File: src/rtl/msftdvip_axi_sub_arb.sv
// msftdvip_axi_sub_arb
// Per-subordinate manager arbiter. Round-robin arbitrates the AW and AR
// address phases of NUM_MGRS managers onto one subordinate phase port, keeps
// W routing locked to the AW winner until its wlast, and fans the B/R
// responses (one-hot valid per manager) back out.
//
// Ports:
//   clk_i, rst_i                      clock, synchronous active-high reset
//   *phase_mgr_i / *_valid_mgr_i      per-manager AW/W/AR bundles, manager m at
//   *_ready_mgr_o                     slice [m*LEN +: LEN]
//   awphase_o/_valid_o/_ready_i       AW to the subordinate stage
//   wphase_o/_valid_o/_ready_i        W to the subordinate stage
//   arphase_o/_valid_o/_ready_i       AR to the subordinate stage
//   bphase_i/_valid_i/_ready_o        B from the subordinate stage (valid one-hot)
//   bphase_mgr_o/_valid_mgr_o/_ready_mgr_i  B to managers
//   rphase_i/_valid_i/_ready_o        R from the subordinate stage (valid one-hot)
//   rphase_mgr_o/_valid_mgr_o/_ready_mgr_i  R to managers
//   aw_grant_o, ar_grant_o            one-hot current write owner / read grantee
module msftdvip_axi_sub_arb #(
  parameter int NUM_MGRS   = 2,
  parameter int APHASE_LEN = 100,
  parameter int WPHASE_LEN = 50,
  parameter int BPHASE_LEN = 10,
  parameter int RPHASE_LEN = 50,
  parameter int WLAST_POS  = 0
) (
  input  logic                           clk_i,
  input  logic                           rst_i,
  input  logic [NUM_MGRS*APHASE_LEN-1:0] awphase_mgr_i,
  input  logic [NUM_MGRS-1:0]            awphase_valid_mgr_i,
  output logic [NUM_MGRS-1:0]            awphase_ready_mgr_o,
  input  logic [NUM_MGRS*WPHASE_LEN-1:0] wphase_mgr_i,
  input  logic [NUM_MGRS-1:0]            wphase_valid_mgr_i,
  output logic [NUM_MGRS-1:0]            wphase_ready_mgr_o,
  input  logic [NUM_MGRS*APHASE_LEN-1:0] arphase_mgr_i,
  input  logic [NUM_MGRS-1:0]            arphase_valid_mgr_i,
  output logic [NUM_MGRS-1:0]            arphase_ready_mgr_o,
  output logic [APHASE_LEN-1:0]          awphase_o,
  output logic                           awphase_valid_o,
  input  logic                           awphase_ready_i,
  output logic [WPHASE_LEN-1:0]          wphase_o,
  output logic                           wphase_valid_o,
  input  logic                           wphase_ready_i,
  output logic [APHASE_LEN-1:0]          arphase_o,
  output logic                           arphase_valid_o,
  input  logic                           arphase_ready_i,
  input  logic [BPHASE_LEN-1:0]          bphase_i,
  input  logic [NUM_MGRS-1:0]            bphase_valid_i,
  output logic                           bphase_ready_o,
  output logic [BPHASE_LEN-1:0]          bphase_mgr_o,
  output logic [NUM_MGRS-1:0]            bphase_valid_mgr_o,
  input  logic [NUM_MGRS-1:0]            bphase_ready_mgr_i,
  input  logic [RPHASE_LEN-1:0]          rphase_i,
  input  logic [NUM_MGRS-1:0]            rphase_valid_i,
  output logic                           rphase_ready_o,
  output logic [RPHASE_LEN-1:0]          rphase_mgr_o,
  output logic [NUM_MGRS-1:0]            rphase_valid_mgr_o,
  input  logic [NUM_MGRS-1:0]            rphase_ready_mgr_i,
  output logic [NUM_MGRS-1:0]            aw_grant_o,
  output logic [NUM_MGRS-1:0]            ar_grant_o
);

  localparam int IDX_W = (NUM_MGRS > 1) ? $clog2(NUM_MGRS) : 1;
  typedef logic [IDX_W-1:0] idx_t;
  localparam idx_t LAST_RST = idx_t'(NUM_MGRS - 1);

  typedef enum logic [1:0] {W_IDLE = 2'd0, W_ADDR = 2'd1, W_DATA = 2'd2} w_state_e;
  typedef enum logic [0:0] {R_IDLE = 1'b0, R_ADDR = 1'b1} r_state_e;

  w_state_e w_state_q, w_state_d;
  r_state_e r_state_q, r_state_d;
  idx_t     aw_grant_q, aw_grant_d, aw_last_q, aw_last_d;
  idx_t     ar_grant_q, ar_grant_d, ar_last_q, ar_last_d;
  logic     w_done_q, w_done_d;
  logic     aw_hs_s, wlast_hs_s, ar_hs_s;

  // Round-robin: scan from last+1 (wrapping) and take the first requester.
  function automatic idx_t rr_pick(input logic [NUM_MGRS-1:0] req, input idx_t last);
    idx_t win;
    logic found;
    int   cand;
    win   = last;
    found = 1'b0;
    for (int k = 1; k <= NUM_MGRS; k++) begin
      cand = (int'(last) + k) % NUM_MGRS;
      if (!found && req[cand]) begin
        win   = idx_t'(cand);
        found = 1'b1;
      end else begin
        found = found;
      end
    end
    return win;
  endfunction

  function automatic logic [NUM_MGRS-1:0] onehot(input idx_t idx);
    return {{(NUM_MGRS-1){1'b0}}, 1'b1} << idx;
  endfunction

  // State and arbitration pointer registers.
  always_ff @(posedge clk_i) begin
    if (rst_i) begin
      w_state_q  <= W_IDLE;
      r_state_q  <= R_IDLE;
      aw_grant_q <= '0;
      ar_grant_q <= '0;
      aw_last_q  <= LAST_RST;
      ar_last_q  <= LAST_RST;
      w_done_q   <= 1'b0;
    end else begin
      w_state_q  <= w_state_d;
      r_state_q  <= r_state_d;
      aw_grant_q <= aw_grant_d;
      ar_grant_q <= ar_grant_d;
      aw_last_q  <= aw_last_d;
      ar_last_q  <= ar_last_d;
      w_done_q   <= w_done_d;
    end
  end

  // Write FSM: AW arbitration, AW/W steering to the owner, wlast tracking.
  always_comb begin
    w_state_d           = w_state_q;
    aw_grant_d          = aw_grant_q;
    aw_last_d           = aw_last_q;
    w_done_d            = w_done_q;
    awphase_o           = '0;
    awphase_valid_o     = 1'b0;
    awphase_ready_mgr_o = '0;
    wphase_o            = '0;
    wphase_valid_o      = 1'b0;
    wphase_ready_mgr_o  = '0;
    aw_hs_s             = 1'b0;
    wlast_hs_s          = 1'b0;

    // W stays routed to the owner from the AW grant until its wlast, so a
    // manager may send data ahead of its address handshake.
    if (w_state_q != W_IDLE) begin
      wphase_o                       = wphase_mgr_i[aw_grant_q*WPHASE_LEN +: WPHASE_LEN];
      wphase_valid_o                 = wphase_valid_mgr_i[aw_grant_q];
      wphase_ready_mgr_o[aw_grant_q] = wphase_ready_i;
      wlast_hs_s = wphase_valid_mgr_i[aw_grant_q] & wphase_ready_i &
                   wphase_mgr_i[aw_grant_q*WPHASE_LEN + WLAST_POS];
    end else begin
      wlast_hs_s = 1'b0;
    end

    case (w_state_q)
      W_IDLE: begin
        if (|awphase_valid_mgr_i) begin
          aw_grant_d = rr_pick(awphase_valid_mgr_i, aw_last_q);
          aw_last_d  = aw_grant_d;
          w_done_d   = 1'b0;
          w_state_d  = W_ADDR;
        end else begin
          w_state_d  = W_IDLE;
        end
      end
      W_ADDR: begin
        awphase_o                       = awphase_mgr_i[aw_grant_q*APHASE_LEN +: APHASE_LEN];
        awphase_valid_o                 = awphase_valid_mgr_i[aw_grant_q];
        awphase_ready_mgr_o[aw_grant_q] = awphase_ready_i;
        aw_hs_s = awphase_valid_mgr_i[aw_grant_q] & awphase_ready_i;
        if (aw_hs_s) begin
          // Burst already finished (earlier or this cycle): write is complete.
          if (w_done_q || wlast_hs_s) begin
            w_state_d = W_IDLE;
            w_done_d  = 1'b0;
          end else begin
            w_state_d = W_DATA;
          end
        end else if (wlast_hs_s) begin
          w_done_d = 1'b1;
        end else begin
          w_state_d = W_ADDR;
        end
      end
      W_DATA: begin
        if (wlast_hs_s) begin
          w_state_d = W_IDLE;
          w_done_d  = 1'b0;
        end else begin
          w_state_d = W_DATA;
        end
      end
      default: begin
        w_state_d = W_IDLE;
        w_done_d  = 1'b0;
      end
    endcase
  end

  // Read FSM: AR arbitration and steering, one grant per handshake.
  always_comb begin
    r_state_d           = r_state_q;
    ar_grant_d          = ar_grant_q;
    ar_last_d           = ar_last_q;
    arphase_o           = '0;
    arphase_valid_o     = 1'b0;
    arphase_ready_mgr_o = '0;
    ar_hs_s             = 1'b0;
    case (r_state_q)
      R_IDLE: begin
        if (|arphase_valid_mgr_i) begin
          ar_grant_d = rr_pick(arphase_valid_mgr_i, ar_last_q);
          ar_last_d  = ar_grant_d;
          r_state_d  = R_ADDR;
        end else begin
          r_state_d  = R_IDLE;
        end
      end
      R_ADDR: begin
        arphase_o                       = arphase_mgr_i[ar_grant_q*APHASE_LEN +: APHASE_LEN];
        arphase_valid_o                 = arphase_valid_mgr_i[ar_grant_q];
        arphase_ready_mgr_o[ar_grant_q] = arphase_ready_i;
        ar_hs_s = arphase_valid_mgr_i[ar_grant_q] & arphase_ready_i;
        if (ar_hs_s) begin
          r_state_d = R_IDLE;
        end else begin
          r_state_d = R_ADDR;
        end
      end
      default: r_state_d = R_IDLE;
    endcase
  end

  assign aw_grant_o = (w_state_q != W_IDLE) ? onehot(aw_grant_q) : '0;
  assign ar_grant_o = (r_state_q != R_IDLE) ? onehot(ar_grant_q) : '0;

  // Responses carry their destination as a one-hot valid; no storage needed.
  assign bphase_mgr_o       = bphase_i;
  assign bphase_valid_mgr_o = bphase_valid_i;
  assign bphase_ready_o     = |(bphase_valid_i & bphase_ready_mgr_i);
  assign rphase_mgr_o       = rphase_i;
  assign rphase_valid_mgr_o = rphase_valid_i;
  assign rphase_ready_o     = |(rphase_valid_i & rphase_ready_mgr_i);

endmodule

File: config.mk
export PLATFORM = sky130hd
export DESIGN_NAME = msftdvip_axi_sub_arb
export DESIGN_NICKNAME = d
export VERILOG_FILES = /design/src/rtl/msftdvip_axi_sub_arb.sv
export SDC_FILE = /design/constraint.sdc
export NUM_CORES = 1
export LEC_CHECK = 0
export ABC_CLOCK_PERIOD_IN_PS = 3700
export CAP_MARGIN = 20
export CORE_AREA = 2 2 348 350
export CTS_CLUSTER_DIAMETER = 50
export DETAILED_ROUTE_END_ITERATION = 12
export DIE_AREA = 0 0 350 352
export HOLD_SLACK_MARGIN = 0.15
export PLACE_DENSITY_LB_ADDON = 0.2
export SKIP_LAST_GASP = 1
export SLEW_MARGIN = 10
export SYNTH_ARGS = -nofsm -noshare
export SYNTH_HDL_FRONTEND = slang
export SYNTH_SLANG_ARGS = --single-unit
File: constraint.sdc
create_clock -name clk_i -period 3.7 [get_ports clk_i]
set_clock_uncertainty 0.2 [all_clocks]
set_input_delay 0.74 -clock clk_i [delete_from_list [all_inputs] [get_ports clk_i]]
set_output_delay 0.74 -clock clk_i [all_outputs]
set_load 0.1 [all_outputs]
---- Yosys cells after proc, flatten, opt, wreduce, memory -nomap -nowiden ----
Cells that the tools add are included.
cells by class
  order comparisons ....................... 9
  multipliers ............................. 3
  bitwise logic cells ..................... 14
  equality and inequality tests ........... 7
  reductions and logical operators ........ 16
  shift-type cells ........................ 5
  $add $sub $neg .......................... 4
  muxes and demuxes ....................... 61
operator list
  cell                                                                  count
  200-bit by 9-bit indexed part select with 100-bit output              2
  100-bit two-way mux                                                   2
  100-bit by 8-bit indexed part select with 50-bit output               1
  50-bit two-way mux                                                    1
  1-bit two-way mux                                                     43
  1-bit by 5-bit multiplier with 6-bit output, second input constant    3
  2-bit two-way mux                                                     9
  2-bit by 3-bit < comparator with 1-bit output, second input constant  4
  2-bit AND                                                             5
  3-bit != test, second input constant                                  3
  7-bit by 8-bit < comparator with 1-bit output, second input constant  1
  2-bit OR reduction                                                    4
  1-bit binary-select mux with 6-bit select                             1
  2-bit one-hot mux with 3 select lines                                 1
  1-bit adder, second input constant                                    4
  1-bit AND                                                             4
  1-bit AND, first input constant                                       4
  1-bit logical AND                                                     4
  1-bit by 2-bit < comparator with 1-bit output, second input constant  2
  2-bit != test, second input constant                                  2
  2-bit AND reduction                                                   2
  4-bit AND reduction                                                   1
  1-bit by 1-bit << shifter with 2-bit output, first input constant     2
  1-bit one-hot mux with 3 select lines                                 1
  10 further kinds                                                      13
word-level totals
  word-level logic and storage cells ...... 126
  register bits after elaboration ......... 8

---- Logic depth before layout (Yosys ltp) ----
Gate-level depths: netlist of run 1.
  depth after elaboration ................. 11
  depth in mapped cells ................... 6

---- Worst setup path after synthesis of run 1 ----
OpenSTA, ideal clock, no wires.
  kind .................................... register -> output
  from .................................... reg aw_grant_q
  to ...................................... out awphase_o[43]
  path slack .............................. 0.127 ns
  data required time ...................... 2.760 ns
  path buffers ............................ 4
  arrival ................................. 2.633 ns
  cell stages (with the launch flop) ...... 7
  cells stage by stage .................... dfxtp_1 > buf_4 > clkbuf_1 > clkbuf_1 > buf_2 > mux2i_1 > nor2_1
between the ends
  cells in the longest elaborated chain, start to end .. 3
ends and longest elaborated chain
  element                                                   line  RTL
  start: declaration                                        72    idx_t aw_grant_q, aw_grant_d, aw_last_q, aw_last_d;
  start signal: assignment                                  113   aw_grant_q <= aw_grant_d;
  1-bit by 5-bit multiplier with 6-bit output               160   awphase_o = awphase_mgr_i[aw_grant_q*APHASE_LEN +: APHASE_LEN];
  200-bit by 9-bit indexed part select with 100-bit output  160
  100-bit two-way mux                                       148   case (w_state_q)
  end: declaration                                          38    output logic [APHASE_LEN-1:0] awphase_o,
Every way passes these cells.

---- Final worst setup path of run 1 ----
  from .................................... reg aw_grant_q
  to ...................................... out awphase_o[99]
Same word-level chain as after synthesis.

==> flow_summary_export.csv, run 1 <==
group,metric,value,unit
run_status,outcome,"completed",
synth,synth-warning-count,0,
die,die_h,352,µm
placement,place_inst,2987,
clock_network,cts_resized,0,
route,vias,7598,
sta,slew_headroom,0.484,
power,powerDensity,278,nW/µm²
finish,instances_no_fill,2993,
synth,syn_avg_cell_area,7.15,µm²
global_route,grt_max_degree,56,
setup_path,path_max_fanout,36,
synth,syn-num-nets,1268,
route,wirelength,51300,µm
synth,ys_top_cells_by_area,"mux2i_1, nor2b_1, nor2_1",
power,max-vdd-ir-drop,124,µV
clock_network,htreeDepth,1,
setup_path,slowest_delay,0.78,ns
sta,period_needed,3.25,ns
placement,hpwl,46500,µm
setup_path,r2r_slack,0.91,ns
synth,yosys.area.top_type,"mux2i_1",
setup_path,crit_path_end,"awphase_o[99]",
synth,synth.distinct_cells,28,
setup_path,cp-end-kind,"output pin",
clock_network,cts_tree,"yes",
sta,tightest_slew,0.774,ns
die,die_area,123000,µm²
setup_path,crit_arrival,2.31,ns
clock_network,cts_setup_buffers,0,
sta,post-route-period-util,0.877,
setup_path,reg2reg_to,"w_done_q",
clock_network,clock_latency,0.26,ns
die,core_area,119000,µm²
route,drt-vias-per-instance,2.54,
synth,yosysSeqAreaShare,0.0325,
global_route,overflow,0,
route,wl_per_cell,17.1,µm
synth,syn_area,4920,µm²
placement,gp_congestion,0.853,
global_route,grt_pass1_wl,66200,µm
global_route,track_usage,0.0770,
setup_path,r2r_start,"aw_grant_q",
clock_network,cts_inserted_buffers,3,
worst_hold_path,min_path_type,"reg2reg",
run,max-cap-violations,0,
synth,yosysTopAreaCellShare,0.514,
clock_network,clock_path_buffers,2,
setup_path,startpoint_type,"flip-flop",
setup_path,r2r_cells,5,
finish,syn_to_final_growth,206,%
clock_network,cts_hold_buf,0,
route,drc,0,
setup_path,cp_slowest_cell,"dfxtp_4",
placement,io_buffers,787,
clock_network,clkTransAtPathRegs,0.06,ns
die,die_w,350,µm
setup_path,crit_required,2.76,ns
finish,fin_util,0.126,
global_route,antenna_found_initial,5,
synth,syn_inst,689,
setup_path,crit_start,"aw_grant_q",
die,rows,127,
finish,drive_above_1_share,0.220,
sta,rsz0062_at_grt,"no",
finish,num-nets-final,1959,
power,p_leak,0.00534,µW
die,start_util,0.0413,
sta,setup_tns,0,ns
clock_network,cts_root_buffer,"clkbuf_16",
route,drtAntennaViolNets,0,
setup_path,worst-setup-path-type,"reg2out",
clock_network,cts.sinks,8,
route,drt_iter0_drc,183,
sta,max_freq,308,MHz
die,num_io_pins,908,
global_route,grt_pass1_vias,8064,
synth,ys_ff_latch,8,
sta,setup_violations,0,
route,drtPass1Iterations,4,
setup_path,cp_cell_sequence,"buf_4, mux2i_1, nor2_1, buf_12",
sta,hold_violations,0,
sta,drv_slew,0,
Yosys cell counts:
library cell,n
buf_1,13
a211oi_1,1
nand2b_1,5
nand3b_1,1
dfxtp_1,8
buf_2,21
nor3_1,2
or4b_1,1
a21oi_1,3
nor2_1,163
buf_4,65
nand2_1,6
nor2b_1,103
or2_2,1
or4_1,1
a22oi_2,1
a21boi_0,1
mux2i_1,253
a211o_1,2
a22o_1,2
o21ai_0,1
a32oi_1,1
a2111oi_0,1
and2_1,1
inv_1,2
o32ai_1,1
clkbuf_1,26
and3_1,3
report_power, final:
group / internal [µW] / switching [µW] / total [µW]
Sequential: 92.8 / 38.0 / 131
Clock: 147 / 78.5 / 225
Combinational: 1290 / 2540 / 3830
cells in the final DEF (no fill, tap or decap), types with 2 or more instances in the layout:
master	count
diode_2	2
nor3_1	2
a211o_1	2
mux2i_1	253
buf_12	108
a22o_1	2
and3_1	3
dfxtp_1	5
clkdlybuf4s50_1	518
buf_4	185
nor2_1	162
inv_1	2
nand2_1	5
clkbuf_16	3
dfxtp_4	2
a21oi_1	3
nand2b_1	5
nor2b_1	103
flip-flops by register name, summed over array words and instances (netlist names):
signal,flops
w_done_q,1
aw_last_q,1
ar_grant_q,1
aw_grant_q,1
ar_last_q,1
w_state_q,2
r_state_q,1
cells by family (layout without fill, tap and decap cells):
| group | count (synthesis) | after routing | synth area share |
|---|---|---|---|
| and+or+nand+nor | 287 | 287 | 0.279 |
| muxes | 253 | 253 | 0.514 |
| buffers and inverters | 127 | 817 | 0.152 |
| AOI/OAI and AO/OA | 14 | 14 | 0.0221 |
| DFF | 8 | 8 | 0.0325 |
| other | 0 | 2 | 0 |
worst min-delay path by stage:
stage | startpoint | to | cells after the start
final | w_done_q | w_done_q | 2
after global routing | aw_last_q | aw_last_q | 1
after CTS | w_done_q | w_done_q | 2
after detailed placement | ar_last_q | ar_last_q | 1
after global placement | w_done_q | w_done_q | 2
after floorplan | w_state_q[1] | w_state_q[0] | 1
stage by stage:
stage	setup slack (ns)	hold WS, ns	instance area (µm²)	total power [µW]
floorplan	0.127	0.252	4920	2740
global placement	0.518	0.273	15000	4020
detailed placement	0.515	0.284	15000	4030
CTS	0.405	0.292	15000	4290
global route	0.335	0.316	15000	4350
finish	0.455	0.294	15000	4190
critical path, delay by kind of cell, from the launching register on:
| kind | cells | cell delay, ns |
|---|---|---|
| buf+inv | 2 | 0.51 |
| flops | 1 | 0.78 |
| mux | 1 | 0.48 |
| simple gates | 1 | 0.15 |
final cells by class:
type	count	area (µm²)
tap	1612	2020
fill	13600	104000
clock buffer	4	78.8
sequential	8	169
timing repair buffer	811	8740
multi-input combinational	554	4030
inverter	2	7.51
antenna	2	5.00
layer usage:
metal  vias to the layer above  GRT usage  share of wire
met2                       462      0.152           0.54
li1                       3626          -              -
met3                        33     0.0156          0.073
met5                         -          0              0
met4                         0     0.0156          0.011
met1                      3477     0.0829           0.38
(Power assumes the default switching activity.)
==> run 2: changes to the inputs <==
--- a/config.mk
+++ b/config.mk
@@ -18,3 +18,4 @@
 export SYNTH_ARGS = -nofsm -noshare
 export SYNTH_HDL_FRONTEND = slang
 export SYNTH_SLANG_ARGS = --single-unit
+export TNS_END_PERCENT = 1
==> results of run 2 <==
Same layout as run 1: the final DEF is identical, and so are final timing and power.
